### src/rtl/autosa_sdp_wdma_pkg.sv
// Shared constants, field offsets and types for the SDP write-DMA egress.
package autosa_sdp_wdma_pkg;

    localparam int unsigned ADDR_W         = 32;
    localparam int unsigned SIZE_W         = 13;
    localparam int unsigned ATOM_W         = 64;
    localparam int unsigned ATOMS_PER_BEAT = 4;
    localparam int unsigned BEAT_W         = ATOMS_PER_BEAT * ATOM_W;
    localparam int unsigned IDX_W          = 2;
    localparam int unsigned REM_W          = SIZE_W + 1;
    localparam int unsigned CMD_W          = ADDR_W + SIZE_W + 1;
    localparam int unsigned DP_PD_W        = BEAT_W + IDX_W;
    localparam int unsigned REQ_W          = 66;

    localparam int unsigned CMD_ADDR_LSB = 0;
    localparam int unsigned CMD_SIZE_LSB = 32;
    localparam int unsigned CMD_LAST_BIT = 45;
    localparam int unsigned DP_CNT_LSB   = 256;
    localparam int unsigned REQ_TYPE_BIT = 65;
    localparam int unsigned HDR_ADDR_LSB = 0;
    localparam int unsigned HDR_SIZE_LSB = 32;
    localparam int unsigned DATA_LSB     = 0;

    localparam logic PKT_HDR  = 1'b0;
    localparam logic PKT_DATA = 1'b1;

    typedef enum logic [1:0] {StIdle, StHdr, StData} wdma_state_e;

    // done marks the final atom of a cmd_last command
    typedef struct packed {
        logic             done;
        logic [REQ_W-1:0] pd;
    } skid_ent_t;

    function automatic logic [REQ_W-1:0] make_hdr(input logic [ADDR_W-1:0] addr,
                                                  input logic [SIZE_W-1:0] size);
        logic [REQ_W-1:0] pkt;
        pkt = '0;
        pkt[REQ_TYPE_BIT] = PKT_HDR;
        pkt[HDR_ADDR_LSB +: ADDR_W] = addr;
        pkt[HDR_SIZE_LSB +: SIZE_W] = size;
        return pkt;
    endfunction

    function automatic logic [REQ_W-1:0] make_data(input logic [ATOM_W-1:0] atom);
        logic [REQ_W-1:0] pkt;
        pkt = '0;
        pkt[REQ_TYPE_BIT] = PKT_DATA;
        pkt[DATA_LSB +: ATOM_W] = atom;
        return pkt;
    endfunction

endpackage

### src/rtl/autosa_sdp_wdma_eg_if.sv
// Command, datapath-beat and DMA write-request channels of the write egress.
interface autosa_sdp_wdma_eg_if;
    import autosa_sdp_wdma_pkg::*;

    logic [CMD_W-1:0]   cq2eg_pd;
    logic               cq2eg_pvld;
    logic               cq2eg_prdy;
    logic [DP_PD_W-1:0] dp2wdma_pd;
    logic               dp2wdma_valid;
    logic               dp2wdma_ready;
    logic [REQ_W-1:0]   dma_wr_req_pd;
    logic               dma_wr_req_vld;
    logic               dma_wr_req_rdy;

    modport master (
        output cq2eg_pd, cq2eg_pvld, dp2wdma_pd, dp2wdma_valid, dma_wr_req_rdy,
        input  cq2eg_prdy, dp2wdma_ready, dma_wr_req_pd, dma_wr_req_vld
    );

    modport slave (
        input  cq2eg_pd, cq2eg_pvld, dp2wdma_pd, dp2wdma_valid, dma_wr_req_rdy,
        output cq2eg_prdy, dp2wdma_ready, dma_wr_req_pd, dma_wr_req_vld
    );

endinterface

### src/rtl/autosa_sdp_wdma_eg_unpack.sv
// Holds one datapath beat and hands out its atoms one per pop, atom0 first.
module autosa_sdp_wdma_eg_unpack
    import autosa_sdp_wdma_pkg::*;
(
    input  logic              autosa_core_clk,
    input  logic              autosa_core_rst,
    input  logic              i_load,
    input  logic [BEAT_W-1:0] i_data,
    input  logic [IDX_W-1:0]  i_cnt,
    input  logic              i_pop,
    input  logic              i_drop,
    output logic              o_valid,
    output logic [ATOM_W-1:0] o_atom,
    output logic              o_last
);

    logic [ATOMS_PER_BEAT-1:0][ATOM_W-1:0] r_data;
    logic [IDX_W-1:0]                      r_cnt;
    logic [IDX_W-1:0]                      r_idx;
    logic                                  r_valid;

    // A load wins over a pop: the final atom leaves as the next beat arrives
    always_ff @(posedge autosa_core_clk) begin
        if (autosa_core_rst) begin
            r_data  <= '0;
            r_cnt   <= '0;
            r_idx   <= '0;
            r_valid <= 1'b0;
        end else if (i_load) begin
            r_data  <= i_data;
            r_cnt   <= i_cnt;
            r_idx   <= '0;
            r_valid <= 1'b1;
        end else if (i_pop) begin
            if (o_last || i_drop) begin
                r_valid <= 1'b0;
            end else begin
                r_idx <= r_idx + 1'b1;
            end
        end
    end

    assign o_valid = r_valid;
    assign o_atom  = r_data[r_idx];
    assign o_last  = r_valid && (r_idx == r_cnt);

endmodule

### src/rtl/autosa_sdp_wdma_eg.sv
// Write-side DMA egress: per command one header packet then its data atoms,
// through a 2-entry skid stage, with layer-done pulse and sticky overrun status.
module autosa_sdp_wdma_eg
    import autosa_sdp_wdma_pkg::*;
(
    input  logic                 autosa_core_clk,
    input  logic                 autosa_core_rst,
    input  logic                 op_load,
    autosa_sdp_wdma_eg_if.slave  bus,
    output logic                 wr_done,
    output logic                 dp2reg_status_wr_err
);

    wdma_state_e       r_state, w_state_nxt;
    logic [ADDR_W-1:0] r_addr;
    logic [REM_W-1:0]  r_rem;
    logic              r_last;
    skid_ent_t         r_ent0, r_ent1, w_ent0_nxt, w_ent1_nxt, w_push_ent;
    logic [1:0]        r_cnt, w_cnt_nxt;
    logic              r_wr_done, r_wr_err;

    logic              w_prdy, w_dready, w_push, w_pop, w_can_push;
    logic              w_cmd_acc, w_beat_acc, w_rem_dec, w_err_set;
    logic              w_u_pop, w_u_drop, w_u_valid, w_u_last;
    logic [ATOM_W-1:0] w_u_atom;
    logic [SIZE_W-1:0] w_hdr_size;

    autosa_sdp_wdma_eg_unpack u_unpack (
        .autosa_core_clk (autosa_core_clk),
        .autosa_core_rst (autosa_core_rst),
        .i_load          (w_beat_acc),
        .i_data          (bus.dp2wdma_pd[0 +: BEAT_W]),
        .i_cnt           (bus.dp2wdma_pd[DP_CNT_LSB +: IDX_W]),
        .i_pop           (w_u_pop),
        .i_drop          (w_u_drop),
        .o_valid         (w_u_valid),
        .o_atom          (w_u_atom),
        .o_last          (w_u_last)
    );

    // Push gating uses only the registered fill level, never dma_wr_req_rdy
    assign w_can_push = (r_cnt != 2'd2);
    assign w_hdr_size = SIZE_W'(r_rem - REM_W'(1));

    always_comb begin
        w_state_nxt = r_state;
        w_prdy      = 1'b0;
        w_dready    = 1'b0;
        w_push      = 1'b0;
        w_push_ent  = '0;
        w_u_pop     = 1'b0;
        w_u_drop    = 1'b0;
        w_rem_dec   = 1'b0;
        w_err_set   = 1'b0;
        unique case (r_state)
            StIdle: begin
                w_prdy = 1'b1;
                if (bus.cq2eg_pvld) begin
                    w_state_nxt = StHdr;
                end
            end
            StHdr: begin
                if (w_can_push) begin
                    w_push        = 1'b1;
                    w_push_ent.pd = make_hdr(r_addr, w_hdr_size);
                    w_state_nxt   = StData;
                end
            end
            StData: begin
                if (w_can_push && w_u_valid) begin
                    w_push          = 1'b1;
                    w_push_ent.pd   = make_data(w_u_atom);
                    w_push_ent.done = r_last && (r_rem == REM_W'(1));
                    w_u_pop         = 1'b1;
                    w_rem_dec       = 1'b1;
                    if (r_rem == REM_W'(1)) begin
                        w_state_nxt = StIdle;
                        // Leftover atoms of this beat belong to no command
                        if (!w_u_last) begin
                            w_u_drop  = 1'b1;
                            w_err_set = 1'b1;
                        end
                    end
                end
                w_dready = w_can_push && (!w_u_valid || (w_u_last && (r_rem != REM_W'(1))));
            end
            default: w_state_nxt = StIdle;
        endcase
    end

    assign bus.cq2eg_prdy     = w_prdy & ~autosa_core_rst;
    assign bus.dp2wdma_ready  = w_dready & ~autosa_core_rst;
    assign bus.dma_wr_req_vld = (r_cnt != 2'd0) & ~autosa_core_rst;
    assign bus.dma_wr_req_pd  = r_ent0.pd;

    assign w_cmd_acc  = bus.cq2eg_pvld & bus.cq2eg_prdy;
    assign w_beat_acc = bus.dp2wdma_valid & bus.dp2wdma_ready;
    assign w_pop      = bus.dma_wr_req_vld & bus.dma_wr_req_rdy;

    always_ff @(posedge autosa_core_clk) begin
        if (autosa_core_rst) begin
            r_state <= StIdle;
            r_addr  <= '0;
            r_rem   <= '0;
            r_last  <= 1'b0;
        end else begin
            r_state <= w_state_nxt;
            if (w_cmd_acc) begin
                r_addr <= bus.cq2eg_pd[CMD_ADDR_LSB +: ADDR_W];
                r_rem  <= {1'b0, bus.cq2eg_pd[CMD_SIZE_LSB +: SIZE_W]} + REM_W'(1);
                r_last <= bus.cq2eg_pd[CMD_LAST_BIT];
            end else if (w_rem_dec) begin
                r_rem <= r_rem - REM_W'(1);
            end
        end
    end

    // Push and pop together only happen with one entry held
    always_comb begin
        w_ent0_nxt = r_ent0;
        w_ent1_nxt = r_ent1;
        w_cnt_nxt  = r_cnt;
        unique case ({w_push, w_pop})
            2'b10: begin
                if (r_cnt == 2'd0) begin
                    w_ent0_nxt = w_push_ent;
                end else begin
                    w_ent1_nxt = w_push_ent;
                end
                w_cnt_nxt = r_cnt + 2'd1;
            end
            2'b01: begin
                w_ent0_nxt = r_ent1;
                w_cnt_nxt  = r_cnt - 2'd1;
            end
            2'b11: w_ent0_nxt = w_push_ent;
            default: ;
        endcase
    end

    always_ff @(posedge autosa_core_clk) begin
        if (autosa_core_rst) begin
            r_ent0    <= '0;
            r_ent1    <= '0;
            r_cnt     <= '0;
            r_wr_done <= 1'b0;
            r_wr_err  <= 1'b0;
        end else begin
            r_ent0    <= w_ent0_nxt;
            r_ent1    <= w_ent1_nxt;
            r_cnt     <= w_cnt_nxt;
            r_wr_done <= w_pop & r_ent0.done;
            if (w_err_set) begin
                r_wr_err <= 1'b1;
            end else if (op_load) begin
                r_wr_err <= 1'b0;
            end
        end
    end

    assign wr_done              = r_wr_done;
    assign dp2reg_status_wr_err = r_wr_err;

endmodule

### src/flat_wrapper.sv
// flat-port wrapper written by rule: the top's interface ports become plain ports
module autosa_sdp_wdma_eg_flat import autosa_sdp_wdma_pkg::*;
  (autosa_core_clk, autosa_core_rst, op_load, wr_done, dp2reg_status_wr_err, bus_cq2eg_pd, bus_cq2eg_pvld, bus_dp2wdma_pd, bus_dp2wdma_valid, bus_dma_wr_req_rdy, bus_cq2eg_prdy, bus_dp2wdma_ready, bus_dma_wr_req_pd, bus_dma_wr_req_vld);
  autosa_sdp_wdma_eg_if bus_i ();
  input  logic autosa_core_clk;
  input  logic autosa_core_rst;
  input  logic op_load;
  output logic wr_done;
  output logic dp2reg_status_wr_err;
  input wire logic [$bits(bus_i.cq2eg_pd)-1:0] bus_cq2eg_pd;
  input wire logic [$bits(bus_i.cq2eg_pvld)-1:0] bus_cq2eg_pvld;
  input wire logic [$bits(bus_i.dp2wdma_pd)-1:0] bus_dp2wdma_pd;
  input wire logic [$bits(bus_i.dp2wdma_valid)-1:0] bus_dp2wdma_valid;
  input wire logic [$bits(bus_i.dma_wr_req_rdy)-1:0] bus_dma_wr_req_rdy;
  output wire logic [$bits(bus_i.cq2eg_prdy)-1:0] bus_cq2eg_prdy;
  output wire logic [$bits(bus_i.dp2wdma_ready)-1:0] bus_dp2wdma_ready;
  output wire logic [$bits(bus_i.dma_wr_req_pd)-1:0] bus_dma_wr_req_pd;
  output wire logic [$bits(bus_i.dma_wr_req_vld)-1:0] bus_dma_wr_req_vld;
  assign bus_i.cq2eg_pd = bus_cq2eg_pd;
  assign bus_i.cq2eg_pvld = bus_cq2eg_pvld;
  assign bus_i.dp2wdma_pd = bus_dp2wdma_pd;
  assign bus_i.dp2wdma_valid = bus_dp2wdma_valid;
  assign bus_i.dma_wr_req_rdy = bus_dma_wr_req_rdy;
  assign bus_cq2eg_prdy = bus_i.cq2eg_prdy;
  assign bus_dp2wdma_ready = bus_i.dp2wdma_ready;
  assign bus_dma_wr_req_pd = bus_i.dma_wr_req_pd;
  assign bus_dma_wr_req_vld = bus_i.dma_wr_req_vld;
  autosa_sdp_wdma_eg u_core (.autosa_core_clk(autosa_core_clk), .autosa_core_rst(autosa_core_rst), .op_load(op_load), .bus(bus_i), .wr_done(wr_done), .dp2reg_status_wr_err(dp2reg_status_wr_err));
endmodule
### config.mk
export PLATFORM = sky130hd
export DESIGN_NAME = autosa_sdp_wdma_eg_flat
export DESIGN_NICKNAME = d
export VERILOG_FILES = /design/src/rtl/autosa_sdp_wdma_pkg.sv /design/src/rtl/autosa_sdp_wdma_eg_if.sv /design/src/rtl/autosa_sdp_wdma_eg_unpack.sv /design/src/rtl/autosa_sdp_wdma_eg.sv /design/src/flat_wrapper.sv
export SDC_FILE = /design/constraint.sdc
export NUM_CORES = 1
export LEC_CHECK = 0
export ABC_AREA = 1
export CAP_MARGIN = 20
export CORE_UTILIZATION = 45
export CTS_CLUSTER_DIAMETER = 40
export DETAILED_ROUTE_END_ITERATION = 16
export PLACE_DENSITY = 0.8
export SYNTH_ARGS = -nofsm -noshare
export SYNTH_HDL_FRONTEND = slang
export SYNTH_SLANG_ARGS = --single-unit
### constraint.sdc
create_clock -name autosa_core_clk -period 4.41 [get_ports autosa_core_clk]
set_input_delay 0.882 -clock autosa_core_clk [delete_from_list [all_inputs] [get_ports autosa_core_clk]]
set_output_delay 0.882 -clock autosa_core_clk [all_outputs]
set_load 0.02 [all_outputs]
==> results.toml <==
[sta]
maxSlewHeadroom = 0.287
fin_worst_skew_ns = 0.0221
fmax_mhz = 286
report.final.slew_viol_count = 0
hold_viol = 0
timing.hold.ws_ns = 0.445
fin_crit_sh = 0.792
fin_tns_setup_ns = 0
worst_slew_pin_slew_ns = 1.07
setup_viol = 0
min_period_ns = 3.49
rsz0062_at_grt = "false"

[die]
dieHeight_um = 219
fp.dieW_um = 219
floorplan.initialDensity = 0.456
coreArea_sq_um = 46500
ios = 381
std_cell_rows = 79
die_area_sq_um = 47900

[routing]
vias = 20600
drc_errors = 0
postRouteAntennaNets = 0
wl_per_cell_um = 15.8
drtIter0Drc = 1819
drt_first_pass_iters = 6
wl_um = 65500
viasPerCell = 4.98

[final_layout]
synthToLayoutAreaGrowth_pct = 27.1
finalNetCount = 3789
fin_util = 0.580
mostFrequentLayoutCells = "nand2_1 (681), nor2_1 (676), dfxtp_1 (444), clkdlybuf4s50_1 (378), inv_1 (377)"
drive_gt1_frac = 0.0466
mostFrequentLayoutCell = "nand2_1"

[clock_network]
cts_sinks = 446
holdBufCountCts = 0
h-tree-depth = 3
clk_latency_ns = 0.59
clk_pin_slew_ns = 0.05
cts_setup_buffers = 0
ctsRootBufferMaster = "clkbuf_16"
cts-buffers-inserted = 69
cts_tree = "done"
clockBufferDepth = 3
post_cts_resized = 0

[setup_path]
worstRegToRegCells = 14
crit_path_start_kind = "flip-flop"
worstReg2RegEnd = "u_core.r_ent1[9]$_SDFFE_PP0P_"
r2r_slack_ns = 1.23
crit_fanout = 28
cp_num_buf_inv = 3
cpMostUsedCell = "nand2_1"
criticalPathCategory = "flip-flop to output port"
worst_setup_path_end_kind = "output port"
crit_slowest_cell = "clkdlybuf4s50_1"
cp.required_ns = 3.53
slowest_delay_ns = 0.63
cp.arrival_ns = 2.61
rr_startpoint = "u_core.r_state[0]$_SDFFE_PP0P_"
cp_top_family = "buffers and inverters"
crit_chain = "buf_4 > inv_2 > nand2_1 > nand3_1 > nor2_1 > nand2_1 > a21boi_0 > clkdlybuf4s50_1"

[global_routing]
grt_pass1_vias = 19200
antenna_found_initial = 8
grt_max_degree = 126
grt_usage = 0.266
grt_overflow_total = 0
grt_pass1_wl_um = 99700

[yosys]
ys_ff_latch = 446
synth_top_family_by_area = "simple AND/OR/NAND/NOR gates"
yosysUniqueCellTypes = 37
synth-simple-area-share = 0.267
synth_fa_ha_area_frac = 0.00532
synth-seq-area-share = 0.422
synth_compound_area_frac = 0.161
synth_xor_area_frac = 0.00372
synthMuxAreaShare = 0
syn-num-nets = 3588
synth_area_per_cell_sq_um = 6.48
synthesis.instances = 3269
synth_area_sq_um = 21200
yosysWarnings = 0

[min_path]
min_path_cells = 2
whs_endpoint = "u_core.r_addr[28]$_SDFFE_PP0P_"
hold_start = "u_core.r_addr[28]$_SDFFE_PP0P_"
hp-class = "flip-flop to flip-flop"

[power]
peakVddDrop_mv = 0.342
p_per_area_nw_per_um2 = 454
total_power_mw = 12.2
leakage_nw = 12.7

[placed_design]
io_buffer_count = 379
hpwl_um = 42500
gp_congestion = 0.895

[outcome]
status = "completed"

[job]
cap_violations = 0
[per-layer routing]
metal	vias to the layer above	share of wire	wire length [um]	global-route usage
li1	10500	-	-	-
met1	9180	0.39	25600	0.304
met2	757	0.47	31000	0.450
met3	177	0.071	4670	0.0563
met4	2	0.064	4170	0.172
met5	-	0.00015	10	0
[power breakdown]
group          switching [mW]  internal [mW]
registers               0.200           4.38
logic                    1.21          0.874
clock network            1.98           3.58
total                    3.39           8.84
[kinds of logic (layout without fill, tap and decap cells)]
logic type | Yosys count | count (layout)
DFF | 446 | 446
and+or+nand+nor | 1465 | 1465
adders and majority gates | 9 | 9
buffers and inverters | 662 | 911
xor gates and xnor gates | 9 | 9
AOI/OAI and AO/OA | 677 | 677
other | 1 | 9
[worst min-delay path, stage by stage, from the launching register on]
cell	delay (ns)
dfxtp_1	0.29
inv_1	0.05
a21oi_1	0.05
[flip-flops by register name (all words and copies together), names as in the netlist]
signal / flops
u_core.r_last: 1
u_core.u_unpack.r_data: 256
u_core.u_unpack.r_idx: 2
u_core.u_unpack.r_cnt: 2
u_core.r_ent0: 1
u_core.r_cnt: 2
u_core.bus.dma_wr_req_pd: 65
u_core.r_rem: 14
u_core.wr_done: 1
u_core.dp2reg_status_wr_err: 1
u_core.r_ent1: 66
u_core.r_state: 2
u_core.u_unpack.o_valid: 1
u_core.r_addr: 32
[layout make-up]
| type | instances | area, sq um |
|---|---|---|
| well taps | 607 | 759 |
| inverters | 385 | 1450 |
| fillers | 4318 | 19500 |
| flip-flops and latches | 446 | 8930 |
| multi-input cells | 2161 | 9310 |
| clock buffers | 84 | 1930 |
| diodes | 8 | 20.0 |
| clock inverters | 35 | 423 |
| repair buffers | 407 | 4100 |
[per-stage QoR]
| step | setup WS (ns) | cells | area (sq um) |
|---|---|---|---|
| floorplan | 1.72 | 3269 | 21200 |
| global placement | 0.970 | 4004 | 24500 |
| detailed placement | 0.933 | 4005 | 24500 |
| CTS | 0.844 | 4124 | 26900 |
| global route | 0.763 | 4129 | 26900 |
| finish | 0.917 | 4133 | 26900 |
[synthesized netlist by cell type]
cell	instances	area, sq um
dfxtp_1	446	8930
nor3_1	5	25.0
or2_2	2	12.5
clkinv_1	2	7.51
buf_6	1	11.3
nand3_2	2	20.0
nand2_1	683	2560
nor3b_1	1	7.51
clkbuf_1	101	379
buf_4	75	563
nand4_1	5	31.3
and3_1	2	12.5
a21oi_1	326	1630
a21boi_0	1	7.51
nor3b_2	1	12.5
ha_1	9	113
o21ai_1	11	55.1
o211ai_1	3	22.5
buf_2	62	310
xor2_1	7	61.3
conb_1	1	3.75
a2bb2oi_1	1	8.76
o21ai_0	328	1640
nor2_2	1	6.26
buf_8	11	165
inv_2	3	11.3
xnor2_1	2	17.5
inv_1	380	1430
buf_1	27	101
nor2_1	678	2540
nand3_1	83	415
a31oi_1	3	18.8
a21o_1	1	7.51
o221ai_1	2	17.5
o21bai_1	1	7.51
and2_1	1	6.26
nand2_2	1	6.26
[how the worst max path moves through the flow]
stage / startpoint / end / cells after the start
2_1_floorplan: autosa_core_rst / bus_dma_wr_req_vld / 4
3_3_place_gp: autosa_core_rst / bus_dp2wdma_ready / 5
3_5_place_dp: autosa_core_rst / u_core.bus.dma_wr_req_pd[27]$_SDFFE_PP0P_ / 12
4_1_cts: u_core.u_unpack.r_idx[1]$_SDFFE_PP0P_ / bus_dp2wdma_ready / 8
5_1_grt: u_core.u_unpack.r_idx[1]$_SDFFE_PP0P_ / bus_dp2wdma_ready / 8
6_report: u_core.u_unpack.r_idx[1]$_SDFFE_PP0P_ / bus_dp2wdma_ready / 8
Note: power is estimated with default switching activity, not from simulation.
